===== config.mk =====
export PLATFORM = sky130hd
export DESIGN_NAME = alu_muldiv
export DESIGN_NICKNAME = d
export VERILOG_FILES = /design/src/rtl/alu_pkg.sv /design/src/rtl/alu_mdu_iter.sv /design/src/rtl/alu_muldiv.sv
export SDC_FILE = /design/constraint.sdc
export NUM_CORES = 1
export LEC_CHECK = 0
export CAP_MARGIN = 10
export CORE_AREA = 5 5 252 192
export DETAILED_ROUTE_END_ITERATION = 7
export DIE_AREA = 0 0 257 197
export PLACE_DENSITY = 0.69
export SLEW_MARGIN = 20
export SYNTH_ARGS = -nofsm -noshare
export SYNTH_HDL_FRONTEND = slang
export SYNTH_SLANG_ARGS = --single-unit

===== constraint.sdc =====
create_clock -name clk -period 11.46 [get_ports clk]
set_input_delay 2.292 -clock clk [delete_from_list [all_inputs] [get_ports clk]]
set_output_delay 2.292 -clock clk [all_outputs]
set_load 0.01 [all_outputs]

===== src/rtl/alu_pkg.sv =====
// Shared definitions for the ALU / multiply-divide block: default width,
// opcode encoding and controller states.
package alu_pkg;

  localparam int unsigned ALU_W = 32;

  typedef enum logic [3:0] {
    OP_ADDU  = 4'd0,
    OP_SUBU  = 4'd1,
    OP_OR    = 4'd2,
    OP_SLT   = 4'd3,
    OP_ADD   = 4'd4,
    OP_LUI   = 4'd5,
    OP_SLTU  = 4'd6,
    OP_AND   = 4'd7,
    OP_MULTU = 4'd8,
    OP_MULT  = 4'd9,
    OP_DIVU  = 4'd10,
    OP_DIV   = 4'd11,
    OP_MFHI  = 4'd12,
    OP_MFLO  = 4'd13,
    OP_RSV14 = 4'd14,
    OP_RSV15 = 4'd15
  } alu_op_e;

  typedef enum logic [1:0] {
    ST_IDLE = 2'd0,
    ST_MUL  = 2'd1,
    ST_DIV  = 2'd2,
    ST_DONE = 2'd3
  } alu_state_e;

endpackage


===== src/rtl/alu_mdu_iter.sv =====
// Iterative 1-bit-per-cycle engine: shift-add multiplier and restoring divider
// on operand magnitudes, with sign fix-up applied to the final step's result.
module alu_mdu_iter
  import alu_pkg::*;
#(
  parameter int unsigned W = ALU_W
) (
  input  logic         clk,
  input  logic         rst,
  input  logic         start,
  input  logic         is_div,
  input  logic         is_signed,
  input  logic [W-1:0] a,
  input  logic [W-1:0] b,
  output logic         done,
  output logic [W-1:0] hi,
  output logic [W-1:0] lo
);

  localparam int unsigned CW = $clog2(W + 1);

  logic          r_busy;
  logic          r_div;
  logic          r_neg_q;
  logic          r_neg_r;
  logic [CW-1:0] r_cnt;
  logic [W-1:0]  r_x;
  logic [W-1:0]  r_hi;
  logic [W-1:0]  r_lo;

  logic          w_a_neg;
  logic          w_b_neg;
  logic [W-1:0]  w_abs_a;
  logic [W-1:0]  w_abs_b;
  logic [W:0]    w_sum;
  logic [W:0]    w_rs;
  logic [W:0]    w_diff;
  logic          w_ge;
  logic [W-1:0]  w_hi_n;
  logic [W-1:0]  w_lo_n;
  logic [2*W-1:0] w_prod;

  assign w_a_neg = is_signed & a[W-1];
  assign w_b_neg = is_signed & b[W-1];
  assign w_abs_a = w_a_neg ? -a : a;
  assign w_abs_b = w_b_neg ? -b : b;

  assign done = r_busy && (r_cnt == CW'(W - 1));

  // Results are taken from the next-step values so the W-th step and the
  // sign fix-up land on the same edge.
  always_comb begin
    w_sum  = {1'b0, r_hi} + (r_lo[0] ? {1'b0, r_x} : '0);
    w_rs   = {r_hi, r_lo[W-1]};
    w_diff = w_rs - {1'b0, r_x};
    w_ge   = (w_rs >= {1'b0, r_x});
    if (r_div) begin
      w_hi_n = w_ge ? w_diff[W-1:0] : w_rs[W-1:0];
      w_lo_n = {r_lo[W-2:0], w_ge};
    end else begin
      w_hi_n = w_sum[W:1];
      w_lo_n = {w_sum[0], r_lo[W-1:1]};
    end
    w_prod = {w_hi_n, w_lo_n};
    if (r_neg_q) w_prod = -w_prod;
    if (r_div) begin
      hi = r_neg_r ? -w_hi_n : w_hi_n;
      lo = r_neg_q ? -w_lo_n : w_lo_n;
    end else begin
      hi = w_prod[2*W-1:W];
      lo = w_prod[W-1:0];
    end
  end

  always_ff @(posedge clk or posedge rst) begin
    if (rst) begin
      r_busy  <= 1'b0;
      r_div   <= 1'b0;
      r_neg_q <= 1'b0;
      r_neg_r <= 1'b0;
      r_cnt   <= '0;
      r_x     <= '0;
      r_hi    <= '0;
      r_lo    <= '0;
    end else if (start) begin
      r_busy  <= 1'b1;
      r_div   <= is_div;
      r_neg_q <= w_a_neg ^ w_b_neg;
      r_neg_r <= w_a_neg;
      r_cnt   <= '0;
      r_x     <= w_abs_b;
      r_hi    <= '0;
      r_lo    <= w_abs_a;
    end else if (r_busy) begin
      r_hi <= w_hi_n;
      r_lo <= w_lo_n;
      if (done) begin
        r_busy <= 1'b0;
        r_cnt  <= '0;
      end else begin
        r_cnt <= r_cnt + 1'b1;
      end
    end
  end

endmodule


===== src/rtl/alu_muldiv.sv =====
// ALU with single-cycle logic/arithmetic ops and a multi-cycle multiply/divide
// unit writing HI/LO; results are registered and presented with out_valid.
module alu_muldiv
  import alu_pkg::*;
#(
  parameter int unsigned W   = ALU_W,
  parameter int unsigned OPW = 4
) (
  input  logic           clk,
  input  logic           rst,
  input  logic           in_valid,
  output logic           in_ready,
  input  logic [OPW-1:0] op,
  input  logic [W-1:0]   in_a,
  input  logic [W-1:0]   in_b,
  input  logic [15:0]    imm16,
  output logic           out_valid,
  output logic [W-1:0]   out_c,
  output logic           flag_zero,
  output logic           flag_overflow,
  output logic           flag_div0
);

  alu_state_e   r_state;
  logic         r_out_valid;
  logic [W-1:0] r_out_c;
  logic         r_flag_zero;
  logic         r_flag_ovf;
  logic         r_flag_div0;
  logic [W-1:0] r_hi;
  logic [W-1:0] r_lo;
  logic [W-1:0] r_a;
  logic         r_div0;
  logic         r_ovf;

  alu_op_e      w_op;
  logic         w_accept;
  logic         w_is_mdu;
  logic         w_is_div;
  logic         w_is_signed;
  logic         w_start;
  logic [W-1:0] w_sum;
  logic [W-1:0] w_res;
  logic         w_ovf;
  logic         w_done;
  logic [W-1:0] w_hi;
  logic [W-1:0] w_lo;
  logic [W-1:0] w_new_hi;
  logic [W-1:0] w_new_lo;

  assign w_op        = alu_op_e'(4'(op));
  assign in_ready    = (r_state == ST_IDLE);
  assign w_accept    = in_valid && in_ready;
  assign w_is_mdu    = (w_op == OP_MULTU) || (w_op == OP_MULT) ||
                       (w_op == OP_DIVU)  || (w_op == OP_DIV);
  assign w_is_div    = (w_op == OP_DIVU) || (w_op == OP_DIV);
  assign w_is_signed = (w_op == OP_MULT) || (w_op == OP_DIV);
  assign w_start     = w_accept && w_is_mdu;
  assign w_sum       = in_a + in_b;

  assign out_valid     = r_out_valid;
  assign out_c         = r_out_c;
  assign flag_zero     = r_flag_zero;
  assign flag_overflow = r_flag_ovf;
  assign flag_div0     = r_flag_div0;

  always_comb begin
    w_res = '0;
    w_ovf = 1'b0;
    case (w_op)
      OP_ADDU: w_res = w_sum;
      OP_SUBU: w_res = in_a - in_b;
      OP_OR:   w_res = in_a | in_b;
      OP_SLT:  w_res = {{(W-1){1'b0}}, ($signed(in_a) < $signed(in_b))};
      OP_ADD: begin
        w_res = w_sum;
        w_ovf = (in_a[W-1] == in_b[W-1]) && (w_sum[W-1] != in_a[W-1]);
      end
      OP_LUI:  w_res = {imm16, {(W-16){1'b0}}};
      OP_SLTU: w_res = {{(W-1){1'b0}}, (in_a < in_b)};
      OP_AND:  w_res = in_a & in_b;
      OP_MFHI: w_res = r_hi;
      OP_MFLO: w_res = r_lo;
      default: w_res = '0;
    endcase
  end

  alu_mdu_iter #(.W(W)) u_iter (
    .clk       (clk),
    .rst       (rst),
    .start     (w_start),
    .is_div    (w_is_div),
    .is_signed (w_is_signed),
    .a         (in_a),
    .b         (in_b),
    .done      (w_done),
    .hi        (w_hi),
    .lo        (w_lo)
  );

  // Divide-by-zero bypasses the engine result with a fixed pattern.
  assign w_new_hi = r_div0 ? r_a : w_hi;
  assign w_new_lo = r_div0 ? '1  : w_lo;

  always_ff @(posedge clk or posedge rst) begin
    if (rst) begin
      r_state     <= ST_IDLE;
      r_out_valid <= 1'b0;
      r_out_c     <= '0;
      r_flag_zero <= 1'b0;
      r_flag_ovf  <= 1'b0;
      r_flag_div0 <= 1'b0;
      r_hi        <= '0;
      r_lo        <= '0;
      r_a         <= '0;
      r_div0      <= 1'b0;
      r_ovf       <= 1'b0;
    end else begin
      r_out_valid <= 1'b0;
      case (r_state)
        ST_IDLE: begin
          if (w_accept) begin
            if (w_is_mdu) begin
              r_state <= w_is_div ? ST_DIV : ST_MUL;
              r_a     <= in_a;
              r_div0  <= w_is_div && (in_b == '0);
              r_ovf   <= (w_op == OP_DIV) && (in_a == {1'b1, {(W-1){1'b0}}}) &&
                         (in_b == '1);
            end else begin
              r_out_valid <= 1'b1;
              r_out_c     <= w_res;
              r_flag_zero <= (w_res == '0);
              r_flag_ovf  <= w_ovf;
              r_flag_div0 <= 1'b0;
            end
          end
        end
        ST_MUL, ST_DIV: begin
          if (w_done) begin
            r_state     <= ST_DONE;
            r_hi        <= w_new_hi;
            r_lo        <= w_new_lo;
            r_out_valid <= 1'b1;
            r_out_c     <= w_new_lo;
            r_flag_zero <= (w_new_lo == '0);
            r_flag_ovf  <= r_ovf;
            r_flag_div0 <= r_div0;
          end
        end
        ST_DONE: r_state <= ST_IDLE;
        default: r_state <= ST_IDLE;
      endcase
    end
  end

endmodule


==> results by group <==
Worst setup path
  – Crit-path max FO: 8
  – WP buf/inv: 2
  – CP max-delay cell: a2111oi_1
  – Reg-to-reg setup timing slack: 5.10 ns
  – R2R Path Start: u_iter.r_x[12]
  – Max incr delay on CP: 1.09 ns
  – FF-to-FF End: flag_zero
  – Crit Path Category: in -> reg
  – Kind of cell adding the most delay to the critical path: compound AO/OA/AOI/OAI gates
  – CP Capture Type: register
  – Crit. Startpoint: in_b[7]
  – Critical path, cell by cell: clkdlybuf4s50_1 > inv_1 > ha_1 > nor2b_1 > o21ai_0 > a211oi_1 > o41ai_1 > a2111oi_1 > nor2_1 > a21oi_1 > o2111ai_1 > or4_1 > nor4_1 > nand4b_1 > o211ai_1
  – Startpoint types: input pin
  – Req. time, crit path: 11.95 ns
  – WP depth: 15
  – Critical path arrival: 7.57 ns
  – R2R depth: 15

Logic synthesis
  – Library cells used by synthesis: 95
  – Synth area leaders: dfrtp_1, ha_1, o21ai_0, nand2_1, xnor2_1
  – Gate Count Post-Synth: 3078
  – EDFF count, synth: 0
  – Syn avg cell area: 7.608 sq um
  – Post-Syn Area: around 23000 sq um
  – Synthesis Warnings: 0
  – Synth Flop Type: dfrtp_1
  – Number of synthesized register bits: 242
  – Sequential area share after synthesis: 0.2586
  – Post-synth top area share: 0.2586
  – Async S/R FF share, synth: 1.000
  – Yosys top cell by area: dfrtp_1
  – Synth Net Count: between 3000 and 4000

Timing
  – Fin Clk Skew: 0.03187 ns
  – Unrepaired setup endpoints after global routing: no
  – Peak Freq: 0.1414 GHz
  – Final Setup Violations: 0
  – Final TNS setup: 0 ns
  – Final critical-path share of the clock period: 0.6172
  – Slew Limit Headroom: 0.1888
  – Min Tclk post-route: 7.073 ns
  – Worst-margin pin slew: 1.213 ns
  – Final Hold Fails: 0
  – Final worst slack: 4.387 ns
  – Max Slew Vio Count: 0

GRT
  – Initial antenna violation count: 2
  – GR Overflow Total: 0
  – Largest net degree at the start of global routing: between 150 and 200
  – Vias in the first global route: approximately 24000
  – Global-route wire length before repair: 152.8 mm
  – Gr usage total: 0.3866

Outcome
  – Outcome: completed

Final layout
  – Layout area overhead: 11.23%
  – Final Non-Filler Cells: 3690
  – Nets: between 3000 and 4000
  – Share of layout cells above drive strength 1: 0.05042

Worst hold path
  – Hold Crit Depth: 2
  – Hold Path End: out_c[3]
  – Hold Crit Class: reg -> reg
  – Worst Min Path Start: out_c[3]

Power
  – Pint: 0.003820 W
  – Psw: 0.004573 W
  – VDD IR max: 0.3846 mV
  – Clock share of power: 0.123
  – Logic pwr share: 0.694
  – Power Density: 322.2 nW/um^2
  – Sw Share: 0.5448
  – Flop pwr share: 0.183
  – Leak: 11.04 nW

Clock network
  – Root Driver: clkbuf_16
  – CTS tree: yes
  – Clock-pin slew on the worst setup and hold paths: ~0.070 ns
  – CTS buffer count: 28
  – Hold buffers post-CTS: 0
  – Clock latency on the worst-skew pair: 0.60 ns
  – Clock Sinks: ~240
  – Post-cts repair resize count: 0
  – H-tree Lvls: 1
  – Post-CTS Setup Bufs: 0
  – Clock buffer depth: 3

Floorplan
  – I/O pin total: 124
  – Die Wd: 257 um
  – Die area: 50630 sq um
  – # rows: 68
  – Core area: about 46000 sq um
  – Chip height: around 200 um
  – Initial core utilization: 0.5135

Placement
  – Number of cells in the design after placement: 3637
  – Pre-CTS setup slack: slightly above 4 ns
  – IO Port Bufs: roughly 120
  – DP HPWL: 78.30 mm
  – Gp weighted congestion: ~1.1

Drt
  – Vias per std cell: 6.950
  – Detailed Route WL: 102.4 mm
  – WL/cell: ~28 um
  – Post-route DRC: 0
  – Total iterations of the first detailed-routing run: 8
  – Starting DRT DRC Count: ~3700
  – Vias: between 20000 and 30000
  – Final ANT Viol Nets: 0

Run
  – Max Cap Viol: 0
[how the worst max path moves through the flow]
stage	endpoint	slack [ns]
after floorplan	flag_div0	2.52
after global placement	flag_zero	4.06
after detailed placement	flag_zero	4.03
after CTS	flag_zero	4.60
after global routing	flag_zero	4.22
final	flag_zero	4.39
[metrics by stage]
| stage | hold slack, ns | utilization | area [sq um] | total power (W) |
|---|---|---|---|---|
| 2_1_floorplan | 0.4418 | - | 23420 | 0.005277 |
| 3_5_place_dp | 0.4574 | 0.5485 | 25020 | 0.007082 |
| 3_3_place_gp | 0.4547 | 0.5484 | 25010 | 0.006938 |
| 5_1_grt | 0.5095 | 0.5711 | 26050 | 0.008850 |
| 4_1_cts | 0.4720 | 0.5711 | 26040 | 0.008153 |
| 6_report | 0.4649 | 0.5712 | 26050 | 0.008393 |
[final cells by class]
class                   count  area [sq um]
inverters                 161         611.8
diodes                      1         2.502
multi-input cells        2476         16050
clock buffers              33         729.5
fillers                  4207         19560
clock inverters            19         299.0
repair buffers            163          1544
flip-flops and latches    242          6066
well taps                 595         744.5
[Yosys cell counts, drive strengths merged (18+ instances only)]
master / count
a211oi: 42
a21o: 42
a21oi: 204
a22oi: 21
a31oi: 58
and2: 48
and3: 33
buf: 38
clkbuf: 161
dfrtp: 242
ha: 167
inv: 159
mux2i: 70
nand2: 368
nand2b: 19
nand3: 79
nand4: 36
nor2: 239
nor2b: 20
nor3: 66
nor4: 32
o211ai: 58
o21a: 26
o21ai: 343
o21bai: 19
o31ai: 35
or3: 18
xnor2: 120
xor2: 42
[worst register-to-register path: cells and delay by family (launching register included)]
family	cells	cell delay, ns
AO/OA/AOI/OAI	5	1.96
buffers and inverters	2	0.38
AND/OR/NAND/NOR	6	2.83
XOR/XNOR	1	0.24
adder cells (fa/ha/maj)	1	0.44
flip-flops	1	0.40
[state kept, by name, indices dropped and copies added, names as in the netlist, 2 cells and up]
register / count
out_c: 32
u_iter.r_hi: 32
u_iter.r_lo: 32
r_hi: 32
r_a: 32
u_iter.r_cnt: 6
u_iter.r_x: 32
r_lo: 32
r_state: 2
[placed cells by master, fill, tap and decap left out, drive strengths merged, types with 12 or more instances in the layout]
master         Yosys  layout
a221oi            15      15
o21bai            19      19
o31ai             35      35
a21o              42      42
inv              159     161
nor4              32      32
o211ai            58      58
mux2              16      16
xnor2            120     120
ha               167     167
o21a              26      26
o21ai            343     343
nand2            368     368
nor2b             20      20
xor2              42      42
and2              48      48
a222oi            16      16
nand3             79      79
clkdlybuf4s50      0     123
mux2i             70      70
or4               12      12
nand4             36      36
nand2b            19      19
o221ai            14      14
a2111oi           12      12
and3              33      33
nor2             239     239
dfrtp            242     242
nor3              66      66
buf               38      40
a31oi             58      58
or3               18      18
a22oi             21      21
a21oi            204     204
a211oi            42      42
clkbuf           161      33
[power by group through the flow]
stage	registers [W]	logic [W]	clock network, W
finish	0.00154	0.00583	0.00103
global route	0.00157	0.00621	0.00107
CTS	0.00152	0.00560	0.00104
detailed placement	0.00153	0.00555	0
global placement	0.00151	0.00543	0
floorplan	0.00136	0.00391	0
[cells by family after synthesis]
| family | Yosys count | share of synthesized area |
|---|---|---|
| multiplexers | 86 | 0.03761 |
| buffers and inverters | 360 | 0.05904 |
| AND/OR/NAND/NOR | 1025 | 0.2094 |
| XOR/XNOR | 162 | 0.06059 |
| adder cells (fa/ha/maj) | 171 | 0.09265 |
| flip-flops | 242 | 0.2586 |
| AO/OA/AOI/OAI | 1032 | 0.2821 |
[metal layers]
| layer | GRT usage | vias to the layer above | wire length (um) |
|---|---|---|---|
| li1 | - | 11190 | - |
| met1 | 0.5283 | 12370 | 41110 |
| met2 | 0.5798 | 1794 | 43120 |
| met3 | 0.1080 | 298 | 12620 |
| met4 | 0.1616 | 2 | 5501 |
| met5 | 0 | - | 13 |
Note: power is estimated with default switching activity, not from simulation.
